`src/rtl/ir_color_if.sv`:
```
`timescale 1ns/1ps
// Bundle between the IR decoder and its neighbours: raw receiver line in,
// colour levels and command status out.
interface ir_color_if;
  logic       ir_in;
  logic [2:0] r;
  logic [2:0] g;
  logic [2:0] b;
  logic [7:0] cmd;
  logic       cmd_valid;
  logic       frame_err;

  modport master (output ir_in, input r, g, b, cmd, cmd_valid, frame_err);
  modport slave  (input ir_in, output r, g, b, cmd, cmd_valid, frame_err);
endinterface

```
`src/rtl/ir_color_ctrl.sv`:
```
`timescale 1ns/1ps
// NEC infrared frame decoder that steps 3-bit r/g/b colour levels with
// saturation; repeat frames re-apply the last accepted command.
module ir_color_ctrl #(
  parameter int         TICK_DIV   = 100,
  parameter logic [7:0] ADDR       = 8'h00,
  parameter int         REPEAT_WIN = 12000
) (
  input logic       clk,
  input logic       rst_n,
  ir_color_if.slave bus
);

  localparam int          PW        = (TICK_DIV > 1) ? $clog2(TICK_DIV) : 1;
  localparam logic [10:0] W_MAX     = 11'd2047;
  localparam logic [10:0] W_TIMEOUT = 11'd1100;

  typedef enum logic [2:0] {
    IDLE, LEAD_MARK, LEAD_SPACE, BIT_MARK, BIT_SPACE, DATA_STOP, RPT_STOP
  } state_t;

  state_t        state, state_nx;
  logic          ir_p0, ir_p1, ir_p2;
  logic          edge_det, rise, fall;
  logic [PW-1:0] pre_cnt;
  logic          tick;
  logic [10:0]   width;
  logic [4:0]    bit_cnt;
  logic [31:0]   frame;
  logic          last_ok;
  logic [13:0]   idle_cnt;
  logic [2:0]    r_q, g_q, b_q;
  logic [7:0]    cmd_q;
  logic          valid_q, err_q;
  logic          do_shift, bit_val, clr_bits, acc_new, acc_rpt, err;
  logic          frame_ok;
  logic [7:0]    code;

  function automatic logic in_win(input logic [10:0] w, input int lo, input int hi);
    return (int'(w) >= lo) && (int'(w) <= hi);
  endfunction

  function automatic logic [2:0] sat_inc(input logic [2:0] v);
    return (v == 3'd7) ? v : v + 3'd1;
  endfunction

  function automatic logic [2:0] sat_dec(input logic [2:0] v);
    return (v == 3'd0) ? v : v - 3'd1;
  endfunction

  // p0/p1 synchronize the asynchronous line, p2 holds the previous sample
  always_ff @(posedge clk or negedge rst_n) begin
    if (!rst_n) begin
      ir_p0 <= 1'b1;
      ir_p1 <= 1'b1;
      ir_p2 <= 1'b1;
    end else begin
      ir_p0 <= bus.ir_in;
      ir_p1 <= ir_p0;
      ir_p2 <= ir_p1;
    end
  end

  assign edge_det = ir_p1 ^ ir_p2;
  assign rise     = edge_det & ir_p1;
  assign fall     = edge_det & ~ir_p1;
  assign tick     = (pre_cnt == PW'(TICK_DIV - 1));

  always_ff @(posedge clk or negedge rst_n) begin
    if (!rst_n) begin
      pre_cnt <= '0;
      width   <= '0;
    end else begin
      pre_cnt <= tick ? '0 : pre_cnt + 1'b1;
      if (edge_det)
        width <= '0;
      else if (tick && width != W_MAX)
        width <= width + 11'd1;
    end
  end

  assign frame_ok = (frame[7:0] == ADDR) && (frame[15:8] == ~ADDR) &&
                    (frame[31:24] == ~frame[23:16]);

  always_ff @(posedge clk or negedge rst_n) begin
    if (!rst_n) state <= IDLE;
    else        state <= state_nx;
  end

  always_comb begin
    state_nx = state;
    do_shift = 1'b0;
    bit_val  = 1'b0;
    clr_bits = 1'b0;
    acc_new  = 1'b0;
    acc_rpt  = 1'b0;
    err      = 1'b0;
    case (state)
      IDLE:       if (fall) state_nx = LEAD_MARK;
      LEAD_MARK:  if (rise) begin
                    if (in_win(width, 800, 1000)) state_nx = LEAD_SPACE;
                    else                          err = 1'b1;
                  end
      LEAD_SPACE: if (fall) begin
                    if (in_win(width, 400, 500)) begin
                      state_nx = BIT_MARK;
                      clr_bits = 1'b1;
                    end else if (in_win(width, 200, 250)) state_nx = RPT_STOP;
                    else                                  err = 1'b1;
                  end
      BIT_MARK:   if (rise) begin
                    if (in_win(width, 40, 70)) state_nx = BIT_SPACE;
                    else                       err = 1'b1;
                  end
      BIT_SPACE:  if (fall) begin
                    if (in_win(width, 40, 70)) do_shift = 1'b1;
                    else if (in_win(width, 140, 200)) begin
                      do_shift = 1'b1;
                      bit_val  = 1'b1;
                    end else err = 1'b1;
                    if (do_shift) state_nx = (bit_cnt == 5'd31) ? DATA_STOP : BIT_MARK;
                  end
      DATA_STOP:  if (rise) begin
                    if (in_win(width, 40, 70) && frame_ok) acc_new = 1'b1;
                    else                                   err = 1'b1;
                    state_nx = IDLE;
                  end
      RPT_STOP:   if (rise) begin
                    if (in_win(width, 40, 70) && last_ok) acc_rpt = 1'b1;
                    else                                  err = 1'b1;
                    state_nx = IDLE;
                  end
      default:    state_nx = IDLE;
    endcase
    // A line stuck in one phase mid-frame is abandoned
    if (state != IDLE && !edge_det && width >= W_TIMEOUT) err = 1'b1;
    if (err) state_nx = IDLE;
  end

  always_ff @(posedge clk or negedge rst_n) begin
    if (!rst_n)        bit_cnt <= '0;
    else if (clr_bits) bit_cnt <= '0;
    else if (do_shift) bit_cnt <= bit_cnt + 5'd1;
  end

  // NEC sends LSB first, so bits enter at the top and shift down
  always_ff @(posedge clk) begin
    if (do_shift) frame <= {bit_val, frame[31:1]};
  end

  assign code = acc_rpt ? cmd_q : frame[23:16];

  always_ff @(posedge clk or negedge rst_n) begin
    if (!rst_n) begin
      r_q      <= '0;
      g_q      <= '0;
      b_q      <= '0;
      cmd_q    <= '0;
      valid_q  <= 1'b0;
      err_q    <= 1'b0;
      last_ok  <= 1'b0;
      idle_cnt <= '0;
    end else begin
      valid_q <= acc_new | acc_rpt;
      err_q   <= err;
      if (acc_new || acc_rpt) begin
        cmd_q    <= code;
        last_ok  <= 1'b1;
        idle_cnt <= '0;
        case (code)
          8'h01:   r_q <= sat_inc(r_q);
          8'h02:   r_q <= sat_dec(r_q);
          8'h03:   g_q <= sat_inc(g_q);
          8'h04:   g_q <= sat_dec(g_q);
          8'h05:   b_q <= sat_inc(b_q);
          8'h06:   b_q <= sat_dec(b_q);
          8'h07:   begin r_q <= 3'd0; g_q <= 3'd0; b_q <= 3'd0; end
          8'h08:   begin r_q <= 3'd7; g_q <= 3'd7; b_q <= 3'd7; end
          default: ;
        endcase
      end else if (err) begin
        last_ok <= 1'b0;
      end else if (state == IDLE && last_ok && tick) begin
        if (idle_cnt == 14'(REPEAT_WIN - 1)) begin
          last_ok  <= 1'b0;
          idle_cnt <= '0;
        end else begin
          idle_cnt <= idle_cnt + 14'd1;
        end
      end
    end
  end

  assign bus.r         = r_q;
  assign bus.g         = g_q;
  assign bus.b         = b_q;
  assign bus.cmd       = cmd_q;
  assign bus.cmd_valid = valid_q;
  assign bus.frame_err = err_q;

endmodule

```
`src/flat_wrapper.sv`:
```
// flat-port wrapper written by rule: the top's interface ports become plain ports
module ir_color_ctrl_flat 
#(
  parameter int         TICK_DIV   = 100,
  parameter logic [7:0] ADDR       = 8'h00,
  parameter int         REPEAT_WIN = 12000
)
  (clk, rst_n, bus_ir_in, bus_r, bus_g, bus_b, bus_cmd, bus_cmd_valid, bus_frame_err);
  ir_color_if bus_i ();
  input logic clk;
  input logic rst_n;
  input wire logic [$bits(bus_i.ir_in)-1:0] bus_ir_in;
  output wire logic [$bits(bus_i.r)-1:0] bus_r;
  output wire logic [$bits(bus_i.g)-1:0] bus_g;
  output wire logic [$bits(bus_i.b)-1:0] bus_b;
  output wire logic [$bits(bus_i.cmd)-1:0] bus_cmd;
  output wire logic [$bits(bus_i.cmd_valid)-1:0] bus_cmd_valid;
  output wire logic [$bits(bus_i.frame_err)-1:0] bus_frame_err;
  assign bus_i.ir_in = bus_ir_in;
  assign bus_r = bus_i.r;
  assign bus_g = bus_i.g;
  assign bus_b = bus_i.b;
  assign bus_cmd = bus_i.cmd;
  assign bus_cmd_valid = bus_i.cmd_valid;
  assign bus_frame_err = bus_i.frame_err;
  ir_color_ctrl #(.TICK_DIV(TICK_DIV), .ADDR(ADDR), .REPEAT_WIN(REPEAT_WIN)) u_core (.clk(clk), .rst_n(rst_n), .bus(bus_i));
endmodule
```
`config.mk`:
```
export PLATFORM = sky130hd
export DESIGN_NAME = ir_color_ctrl_flat
export DESIGN_NICKNAME = d
export VERILOG_FILES = /design/src/rtl/ir_color_if.sv /design/src/rtl/ir_color_ctrl.sv /design/src/flat_wrapper.sv
export SDC_FILE = /design/constraint.sdc
export NUM_CORES = 1
export LEC_CHECK = 0
export ABC_AREA = 0
export BUFFER_PORTS_ARGS = -buffer_cell sky130_fd_sc_hd__buf_2
export CAP_MARGIN = 40
export CORE_MARGIN = 1
export CORE_UTILIZATION = 50
export DETAILED_ROUTE_END_ITERATION = 8
export PLACE_DENSITY = 0.67
export SLEW_MARGIN = 40
export SYNTH_ARGS = -nofsm -noshare
export SYNTH_HDL_FRONTEND = slang
export SYNTH_SLANG_ARGS = --single-unit
```
`constraint.sdc`:
```
create_clock -name clk -period 10 [get_ports clk]
set_clock_uncertainty 0.15 [all_clocks]
set_input_delay 1.5 -clock clk [delete_from_list [all_inputs] [get_ports clk]]
set_output_delay 1.5 -clock clk [all_outputs]
set_load 0.05 [all_outputs]
```
==> results_dict.tcl, run 1 <==
set metrics [dict create \
    worst_ep_arrival_time_ns 3.80 \
    port_buffers 21 \
    preCtsSetupSlack_ns 6.41 \
    numCtsBuffers 9 \
    clk_path_buf_depth 2 \
    power_frac_comb 0.093 \
    gp_congestion 0.926 \
    grtUsageTotal 0.218 \
    antenna_cells 0 \
    synthCells 549 \
    synth.area.top_cells "dfrtp_1 28%, edfxtp_1 18%, xnor2_1 4.1%" \
    cap_violations 0 \
    die_area_um2 11200 \
    ys_async_sr_fraction 0.663 \
    fin_crit_sh 0.364 \
    hold_viol_final 0 \
    swShare 0.272 \
    fin_ws_ns 6.36 \
    slew-limit-headroom 0.499 \
    grt_max_degree 64 \
    clockRootBuffer "clkbuf_8" \
    fin_crit_ns 3.64 \
    critPathLaunchType "register" \
    finalSetupTns_ns 0 \
    grt_overflow 0 \
    ir_drop_mv 0.111 \
    synth_xor_area_frac 0.0487 \
    seqPwrFrac 0.561 \
    pwr-share-clk 0.346 \
    synth_top_flop_cell "dfrtp_1" \
    drtIter0Drc 271 \
    p_int_mw 0.552 \
    power_switching_mw 0.206 \
    nNetsFinal 572 \
    rows 37 \
    cts_tree "done" \
    yosysMostFrequentCell "dfrtp_1" \
    num_vias 4209 \
    synth_edf_count 32 \
    cts_setup_buffers 0 \
    synth-seq-cells 95 \
    fp.dieH_um 106 \
    synth_nets 563 \
    powerDensity_nw_per_um2 131 \
    synth_commonest_cells "60 x dfrtp_1, 49 x nor2_1, 40 x nand2_1" \
    ys_warn_count 0 \
    drive_above_1_share 0.126 \
    pin_count 22 \
    viasPerCell 6.02 \
    crit_type "register to register" \
    drt_pass1_iterations 5 \
    synth_cell_type_count 72 \
    clock.fmax_ghz 0.275 \
    end_kind "register" \
    antenna_left 0 \
    worstPathRequired_ns 10.16 \
    wl_per_cell_um 16.1 \
    yosysTopAreaCell "dfrtp_1" \
    grt_pass1_wl_um 19500 \
    synth.top_cell.area_share 0.278 \
    synthMuxAreaShare 0.0387 \
    clkLatencyLatePin_ns 0.37 \
    clk_pin_slew_worst_paths_ns 0.12 \
    avgSynthCellArea_um2 9.82 \
    cts_sinks 95 \
    cellLeakagePower_nw 2.19 \
    synth-compound-area-share 0.131 \
    grt_pass1_vias 4082 \
    fillers 949 \
    hpwl_um 7910 \
    coreArea_um2 10400 \
    htree_levels 3 \
    holdCritPathClass "register to register" \
    timing.final.setup_violations 0 \
    antenna_found_initial 0 \
    tightestPinTransition_ns 0.730 \
    cts_hold_buf 0 \
    drt-total-wl_um 11200 \
    synthSimpleGateAreaFrac 0.245 \
    die_w_um 106 \
    rsz0062_at_grt "false" \
    status "finished clean" \
    start_util 0.520 \
    drc 0 \
    seq_area_frac_synth 0.471 \
    syn_area_um2 5390 \
    critPathMaxFanout 14 \
    final_core_utilization 0.559 \
    cts_resized 0 \
    synth_top_family_by_area "simple AND/OR/NAND/NOR gates" \
    area.growth.synth_to_final_pct 7.54 \
    synthAdderAreaFrac 0.0297 \
    slew_viol_final 0 \
]
[power by group through the flow]
stage	clock network (mW)	logic (mW)	registers [mW]
after floorplan	0	0.0587	0.425
after global placement	0	0.0695	0.433
after detailed placement	0	0.0711	0.432
after CTS	0.270	0.0710	0.425
after global routing	0.283	0.0807	0.428
final	0.263	0.0706	0.425
[worst max-delay path, stage by stage (launching register included)]
cell,delay [ns]
dfrtp_1,0.50
or4b_1,0.58
o22ai_2,0.44
and2_1,0.50
a21oi_1,0.18
fa_1,0.48
inv_1,0.12
and3_1,0.14
o21ai_0,0.07
nand4b_1,0.12
o311ai_0,0.15
a21oi_1,0.15
[cells in the final DEF, fill, tap and decap left out, types with 4 or more instances in the layout]
cell type,instances
a21oi_1,15
nor2b_1,13
o21a_1,4
nor3b_1,5
a21o_1,5
nand2b_1,7
o31ai_1,4
dfrtp_1,60
and2_1,13
inv_1,21
xnor2_1,25
a31oi_1,7
and3_1,11
nand3_1,24
and4_1,4
nor2_1,48
buf_2,21
nand4b_1,4
edfxtp_1,32
mux2_2,13
clkbuf_8,9
nand4_1,16
xor2_1,5
or3_1,9
ha_1,8
o21ai_0,33
mux2i_1,4
nand2_1,40
nor4_1,10
nor3_1,18
[final timing paths]
| path | startpoint | to | slack [ns] | cells after the start |
|---|---|---|---|---|
| max | u_core.width[5] | u_core.bus.r[2] | 6.36 | 11 |
| min | u_core.ir_p0 | u_core.ir_p1 | 0.21 | 0 |
| max reg2reg | u_core.width[5] | u_core.bus.r[2] | 6.36 | 11 |
| min reg2reg | u_core.ir_p0 | u_core.ir_p1 | 0.21 | 0 |
| max in group asynchronous | rst_n | u_core.idle_cnt[13] | 8.24 | 2 |
| min in group asynchronous | rst_n | u_core.bus.cmd[1] | 1.05 | 2 |
[state kept, by name, summed over array words and instances, names as in the netlist, 5 cells and up]
name and cells:
u_core.pre_cnt 7, u_core.frame 32, u_core.width 11, u_core.idle_cnt 14, u_core.bit_cnt 5, u_core.bus.cmd 8
[layer usage]
metal	track usage	up-vias	wire length (um)
li1	-	2035	-
met1	0.292	2037	5170
met2	0.354	114	5390
met3	0.0371	23	481
met4	0.0853	0	193
met5	0	-	0
[cells by family after synthesis]
group                    Yosys count
flip-flops                        95
XOR/XNOR                          30
AO/OA/AOI/OAI                    105
multiplexers                      19
buffers and inverters             47
adder cells (fa/ha/maj)           11
AND/OR/NAND/NOR                  242
[through the flow]
step                instance area [um^2]  instances  hold WS [ns]  power, mW
global route                        5800        699         0.213      0.792
finish                              5800        699         0.211      0.758
detailed placement                  5580        683         0.198      0.503
global placement                    5580        683         0.198      0.502
CTS                                 5780        699         0.212      0.765
floorplan                           5390        549         0.195      0.484
[layout make-up]
cell class,instances,area [um^2],area share
well taps,136,170,0.0293
clock inverters,7,81.3,0.0140
inverters,21,78.8,0.0136
multi-input cells,407,2670,0.461
clock buffers,9,124,0.0214
repair buffers,24,131,0.0227
flip-flops and latches,95,2540,0.438
(Power assumes the default switching activity.)
==> run 2: changes to the inputs <==
Settings changed: ABC_AREA 0 to 1, PLACE_DENSITY 0.67 to 0.69.
Clock period 10 ns to 3 ns, I/O delays scaled along.
==> run 2 against run 1 <==
Compared with the run above: critical path type unchanged; wire length grew 8.9%; critical endpoint is now u_core.bus.g[2]; clock power increased to 3.0 times the previous value; register-to-register slack lost 6.3 ns.
==> results_dict.tcl, run 2 <==
set metrics [dict create \
    status "finished clean" \
    hold_depth 1 \
    synthCells 657 \
    htree_levels 3 \
    hold_path_end "u_core.ir_p0" \
    largest_reg_flops 32 \
    fin_crit_sh 0.995 \
    synth.top_cell.area_share 0.280 \
    port_buffers 21 \
    cellLeakagePower_nw 2.75 \
    clkLatencyLatePin_ns 0.38 \
    hold_viol_final 0 \
    grt_pass1_vias 4463 \
    synth.area.top_cells "dfrtp_1 28%, edfxtp_1 18%, nand2_1 11%" \
    yosysTopAreaCell "dfrtp_1" \
    critPathLaunchType "register" \
    rrSetupSlack_ns 0.01 \
    synth-seq-cells 95 \
    drt-total-wl_um 12200 \
    rows 37 \
    die_area_um2 11200 \
    hp-start "bus_ir_in" \
    numCtsBuffers 9 \
    final_cell_mix "151 x nand2_1, 88 x inv_1, 60 x dfrtp_1" \
    final_core_utilization 0.597 \
    dpl_cell_area_um2 5840 \
    top_register "u_core.frame" \
    hpwl_um 8870 \
    start_util 0.518 \
    drtIter0Drc 377 \
    cts_sinks 95 \
    synth_commonest_cells "157 x nand2_1, 88 x inv_1, 63 x nor2_1" \
    drt_pass1_iterations 5 \
    critPathMostFrequentCell "nand2_1" \
    postLayoutCellArea_um2 6190 \
    final_common_cell "nand2_1" \
    slew_viol_final 0 \
    worstPathRequired_ns 3.13 \
    nNetsFinal 739 \
    crit_buf_inv 1 \
    critical_path.max_stage_delay_ns 0.42 \
    reg2reg_to "u_core.bus.g[2]" \
    seq_area_frac_synth 0.473 \
    ys_async_sr_fraction 0.663 \
    syn_area_um2 5370 \
    worst_ep_arrival_time_ns 3.12 \
    drc 0 \
    clk_path_buf_depth 2 \
    pin_count 22 \
    ir_drop_mv 0.235 \
    viasPerCell 5.43 \
    critPathMaxFanout 7 \
    fp.dieH_um 106 \
    slew-limit-headroom 0.518 \
    fin_crit_ns 2.99 \
    powerDensity_nw_per_um2 400 \
    preCtsSetupSlack_ns -0.0494 \
    wl_per_cell_um 14.1 \
    grt_pass1_wl_um 20700 \
    timing.final.setup_violations 0 \
    avgSynthCellArea_um2 8.17 \
    tightestPinTransition_ns 0.723 \
    path_delay_family "simple AND/OR/NAND/NOR gates" \
    clk_pin_slew_worst_paths_ns 0.10 \
    slowest_stage "dfrtp_1" \
    cts_tree "done" \
    clock.fmax_ghz 0.335 \
    gp_congestion 0.936 \
    synth_top_flop_cell "dfrtp_1" \
    die_w_um 106 \
    grt_overflow 0 \
    grtUsageTotal 0.234 \
    rsz0062_at_grt "true" \
    antenna_found_initial 0 \
    synth_edf_count 32 \
    synth_cell_type_count 43 \
    reg_top3 "u_core.frame: 32 flops, u_core.idle_cnt: 14 flops, u_core.width: 11 flops" \
    path_cells "nor2_4 -> nand2_2 -> nor2_1 -> nand2_1 -> nand2_2 -> nor2_4 -> nand3_4 -> buf_4 -> nand2_1 -> nand2_1 -> nand2_4 -> nor2_4 -> nand2_2 -> fa_2 -> xor2_1 -> nand3b_1 -> nand3_1 -> nand2_1 -> nand2_1 -> nand2_1" \
    clockRootBuffer "clkbuf_8" \
    num_vias 4705 \
    antenna_left 0 \
    holdCritPathClass "primary input to register" \
    yosysMostFrequentCell "nand2_1" \
    area.growth.synth_to_final_pct 15.3 \
    end_kind "register" \
    fin_ws_ns 0.0149 \
    grt_max_degree 38 \
    final_cells 866 \
    fillers 926 \
    antenna_cells 0 \
    crit_type "register to register" \
    dp_cells 838 \
    coreArea_um2 10400 \
    ys_warn_count 0 \
    cap_violations 0 \
    synth_nets 671 \
    drive_above_1_share 0.181 \
    worstRegToRegCells 20 \
    reg2reg_from "u_core.width[3]" \
]
==> run 2: worst max-delay path by stage <==
stage,start,to,slack [ns],cells after the start
after floorplan,u_core.ir_p1,u_core.bus.r[2],0.01,17
after global placement,u_core.ir_p1,u_core.bus.g[2],0.03,15
after detailed placement,u_core.width[3],u_core.bus.g[2],-0.05,17
after CTS,u_core.ir_p2,u_core.bus.g[2],0.01,18
after global routing,u_core.width[7],u_core.bus.r[2],-0.23,18
final,u_core.width[3],u_core.bus.g[2],0.01,20
==> run 2: repair_timing <==
action,CTS,global route
cloned,0,1
pin swaps,1,16
gates resized for setup,2,24
endpoints found under the hold margin,26,0
buffers inserted,2,8
hold buffers,1,0
setup endpoints to repair,4,6
==> run 2: cell families after synthesis <==
logic type / share of synthesized area
flip-flops: 0.473
XOR/XNOR: 0.0212
buffers and inverters: 0.0799
adder cells (fa/ha/maj): 0.0298
AO/OA/AOI/OAI: 0.0862
AND/OR/NAND/NOR: 0.309
==> run 2: where the power goes <==
| group | internal, mW | switching [mW] |
|---|---|---|
| Sequential | 1.36 | 0.0199 |
| Combinational | 0.0897 | 0.213 |
| Clock | 0.309 | 0.488 |
==> run 2: layout make-up <==
type / count / area, um^2 / area share
flip-flops and latches: 95 / 2540 / 0.410
well taps: 136 / 170 / 0.0275
clock inverters: 7 / 53.8 / 0.00869
multi-input cells: 461 / 2490 / 0.403
clock buffers: 9 / 124 / 0.0200
repair buffers: 66 / 462 / 0.0746
inverters: 92 / 345 / 0.0558
==> run 2: per-stage QoR <==
step	setup TNS (ns)	total power, mW	hold WS (ns)
global placement	0	1.69	0.210
floorplan	0	1.62	0.00441
detailed placement	-0.101	1.70	0.214
CTS	0	2.49	0.00590
finish	0	2.48	0.0153
global route	-0.652	2.59	0.000882
==> run 2: metal layers <==
metal,vias up,global-route usage,part of all wire
met5,-,0,0
met4,0,0.0635,0.014
met3,21,0.0470,0.050
met2,144,0.396,0.48
met1,2215,0.306,0.45
li1,2325,-,-
==> run 3: changes to the inputs <==
Settings changed: CELL_PAD_IN_SITES_DETAIL_PLACEMENT set to 1, CELL_PAD_IN_SITES_GLOBAL_PLACEMENT set to 1, CORE_UTILIZATION 50 to 42, PLACE_DENSITY 0.69 to unset, PLACE_DENSITY_LB_ADDON set to 0.1.
==> run 3 against run 2 <==
Compared with the run above: the flow now finishes with violations (setup timing); die area is 19% higher; non-clock buffer count is 14 higher; cell count is 5.3% higher; combinational power is 6% higher; clock power is 38% higher; critical path type unchanged; worst hold slack better by 0.024 ns; power is 13% higher; global-route usage is 0.38 points higher; setup slack worse by 0.066 ns; clock-buffer cell count stayed put; utilization is 6.2 points lower; wire length is 27% higher.
==> results_dict.tcl, run 3 (same netlist as run 2, synthesis figures left out) <==
set metrics [dict create \
    grt_overflow 0 \
    holdCritPathClass "primary input to register" \
    clockRootBuffer "clkbuf_16" \
    rows 40 \
    top_register "u_core.frame" \
    cts_sinks 95 \
    final_cells 912 \
    hold_depth 1 \
    numCtsBuffers 9 \
    die_w_um 115 \
    ir_drop_mv 0.308 \
    htree_levels 3 \
    fin_crit_sh 1.02 \
    cts_tree "done" \
    worstRegToRegCells 16 \
    cap_violations 0 \
    crit_buf_inv 2 \
    drt-total-wl_um 15500 \
    fp.dieH_um 115 \
    final_cell_mix "140 x nand2_1, 88 x inv_1, 60 x dfrtp_1" \
    dp_cells 877 \
    drt_pass1_iterations 6 \
    hold_ws_ns 0.0394 \
    worst_ep_arrival_time_ns 3.15 \
    tightestPinTransition_ns 0.626 \
    critical_path.max_stage_delay_ns 0.57 \
    drive_above_1_share 0.210 \
    slew_viol_final 0 \
    end_kind "register" \
    antenna_found_initial 0 \
    antenna_cells 0 \
    hpwl_um 11000 \
    rrSetupSlack_ns -0.05 \
    wl_per_cell_um 17.0 \
    clk_path_buf_depth 2 \
    path_cells "ha_4 -> inv_1 -> nor3_4 -> clkbuf_16 -> nand3_1 -> nand2_1 -> nand2_2 -> nor2_4 -> nand2_2 -> fa_2 -> xor2_1 -> nand3b_1 -> nand3_1 -> nand2_1 -> nand2_1 -> nand2_1" \
    slew-limit-headroom 0.581 \
    powerDensity_nw_per_um2 428 \
    drc 0 \
    rsz0062_at_grt "true" \
    postLayoutCellArea_um2 6530 \
    path_delay_family "simple AND/OR/NAND/NOR gates" \
    critPathMaxFanout 7 \
    power_mw 2.79 \
    grt_pass1_wl_um 24100 \
    critPathMostFrequentCell "nand2_1" \
    gp_congestion 0.917 \
    grt_max_degree 28 \
    timing.final.setup_violations 2 \
    drtIter0Drc 256 \
    grtUsageTotal 0.238 \
    nNetsFinal 753 \
    final_common_cell "nand2_1" \
    clock.fmax_ghz 0.328 \
    die_area_um2 13200 \
    coreArea_um2 12200 \
    cellLeakagePower_nw 2.89 \
    viasPerCell 5.34 \
    num_vias 4866 \
    crit_type "register to register" \
    worstPathRequired_ns 3.10 \
    fin_ws_ns -0.0516 \
    hold_path_end "u_core.ir_p0" \
    fin_crit_ns 3.05 \
    hold_viol_final 0 \
    start_util 0.440 \
    critPathLaunchType "register" \
    antenna_left 0 \
    clk_pin_slew_worst_paths_ns 0.07 \
    hp-start "bus_ir_in" \
    reg2reg_from "u_core.ir_p1" \
    reg2reg_to "u_core.bus.b[2]" \
    clkLatencyLatePin_ns 0.36 \
    largest_reg_flops 32 \
    status "complete, but fails checks" \
    grt_pass1_vias 5013 \
    preCtsSetupSlack_ns -0.0910 \
    area.growth.synth_to_final_pct 21.7 \
    port_buffers 21 \
    reg_top3 "u_core.frame: 32 flops, u_core.idle_cnt: 14 flops, u_core.width: 11 flops" \
    dpl_cell_area_um2 5940 \
    slowest_stage "dfstp_2" \
    failed_checks "setup timing" \
    pin_count 22 \
]
[run 3: worst max path at each step]
stage	start	endpoint	depth (start not counted)
finish	u_core.ir_p1	u_core.bus.b[2]	16
global route	u_core.ir_p1	u_core.bus.b[2]	16
CTS	u_core.width[3]	u_core.bus.b[2]	20
detailed placement	u_core.width[3]	u_core.bus.b[2]	20
global placement	u_core.width[3]	u_core.bus.g[2]	20
floorplan	u_core.ir_p1	u_core.bus.r[2]	17
[run 3: repair_timing]
item,4_1_cts,5_1_grt
endpoints found under the hold margin,18,0
cloned,0,3
gates resized for setup,2,36
setup endpoints to repair,3,9
hold buffers,1,0
pin swaps,2,16
setup buffers,2,13
[run 3: where the power goes]
part	switching [mW]	leakage, nW	total (mW)	internal, mW
registers	0.0206	1.03	1.38	1.36
logic	0.224	1.73	0.319	0.0948
clock network	0.533	0.127	1.10	0.562
total	0.778	2.89	2.79	2.02
[run 3: worst reg2reg max path, cell delays in order, from the launching register on]
cell       delay, ns
dfstp_2         0.57
ha_4            0.13
inv_1           0.05
nor3_4          0.28
clkbuf_16       0.22
nand3_1         0.10
nand2_1         0.12
nand2_2         0.07
nor2_4          0.19
nand2_2         0.11
fa_2            0.37
xor2_1          0.17
nand3b_1        0.18
nand3_1         0.08
nand2_1         0.05
nand2_1         0.06
nand2_1         0.05
[run 3: per-layer routing]
| metal | track usage | up-vias | wire, um |
|---|---|---|---|
| met3 | 0.0416 | 25 | 343 |
| met4 | 0.0831 | 0 | 283 |
| met2 | 0.427 | 62 | 8040 |
| li1 | - | 2356 | - |
| met5 | 0 | - | 0 |
| met1 | 0.286 | 2423 | 6820 |
[run 3: layout make-up]
type | count | area [um^2]
fill | 1517 | 5680
multi-input combinational | 461 | 2550
sequential | 95 | 2540
timing repair buffer | 80 | 614
inverter | 92 | 345
clock buffer | 9 | 225
tap | 168 | 210
clock inverter | 7 | 46.3
[run 3: through the flow]
step / util / TNS, ns
2_1_floorplan: - / 0
3_3_place_gp: 0.487 / 0
3_5_place_dp: 0.487 / -0.236
4_1_cts: 0.512 / 0
5_1_grt: 0.535 / -0.724
6_report: 0.535 / -0.0674
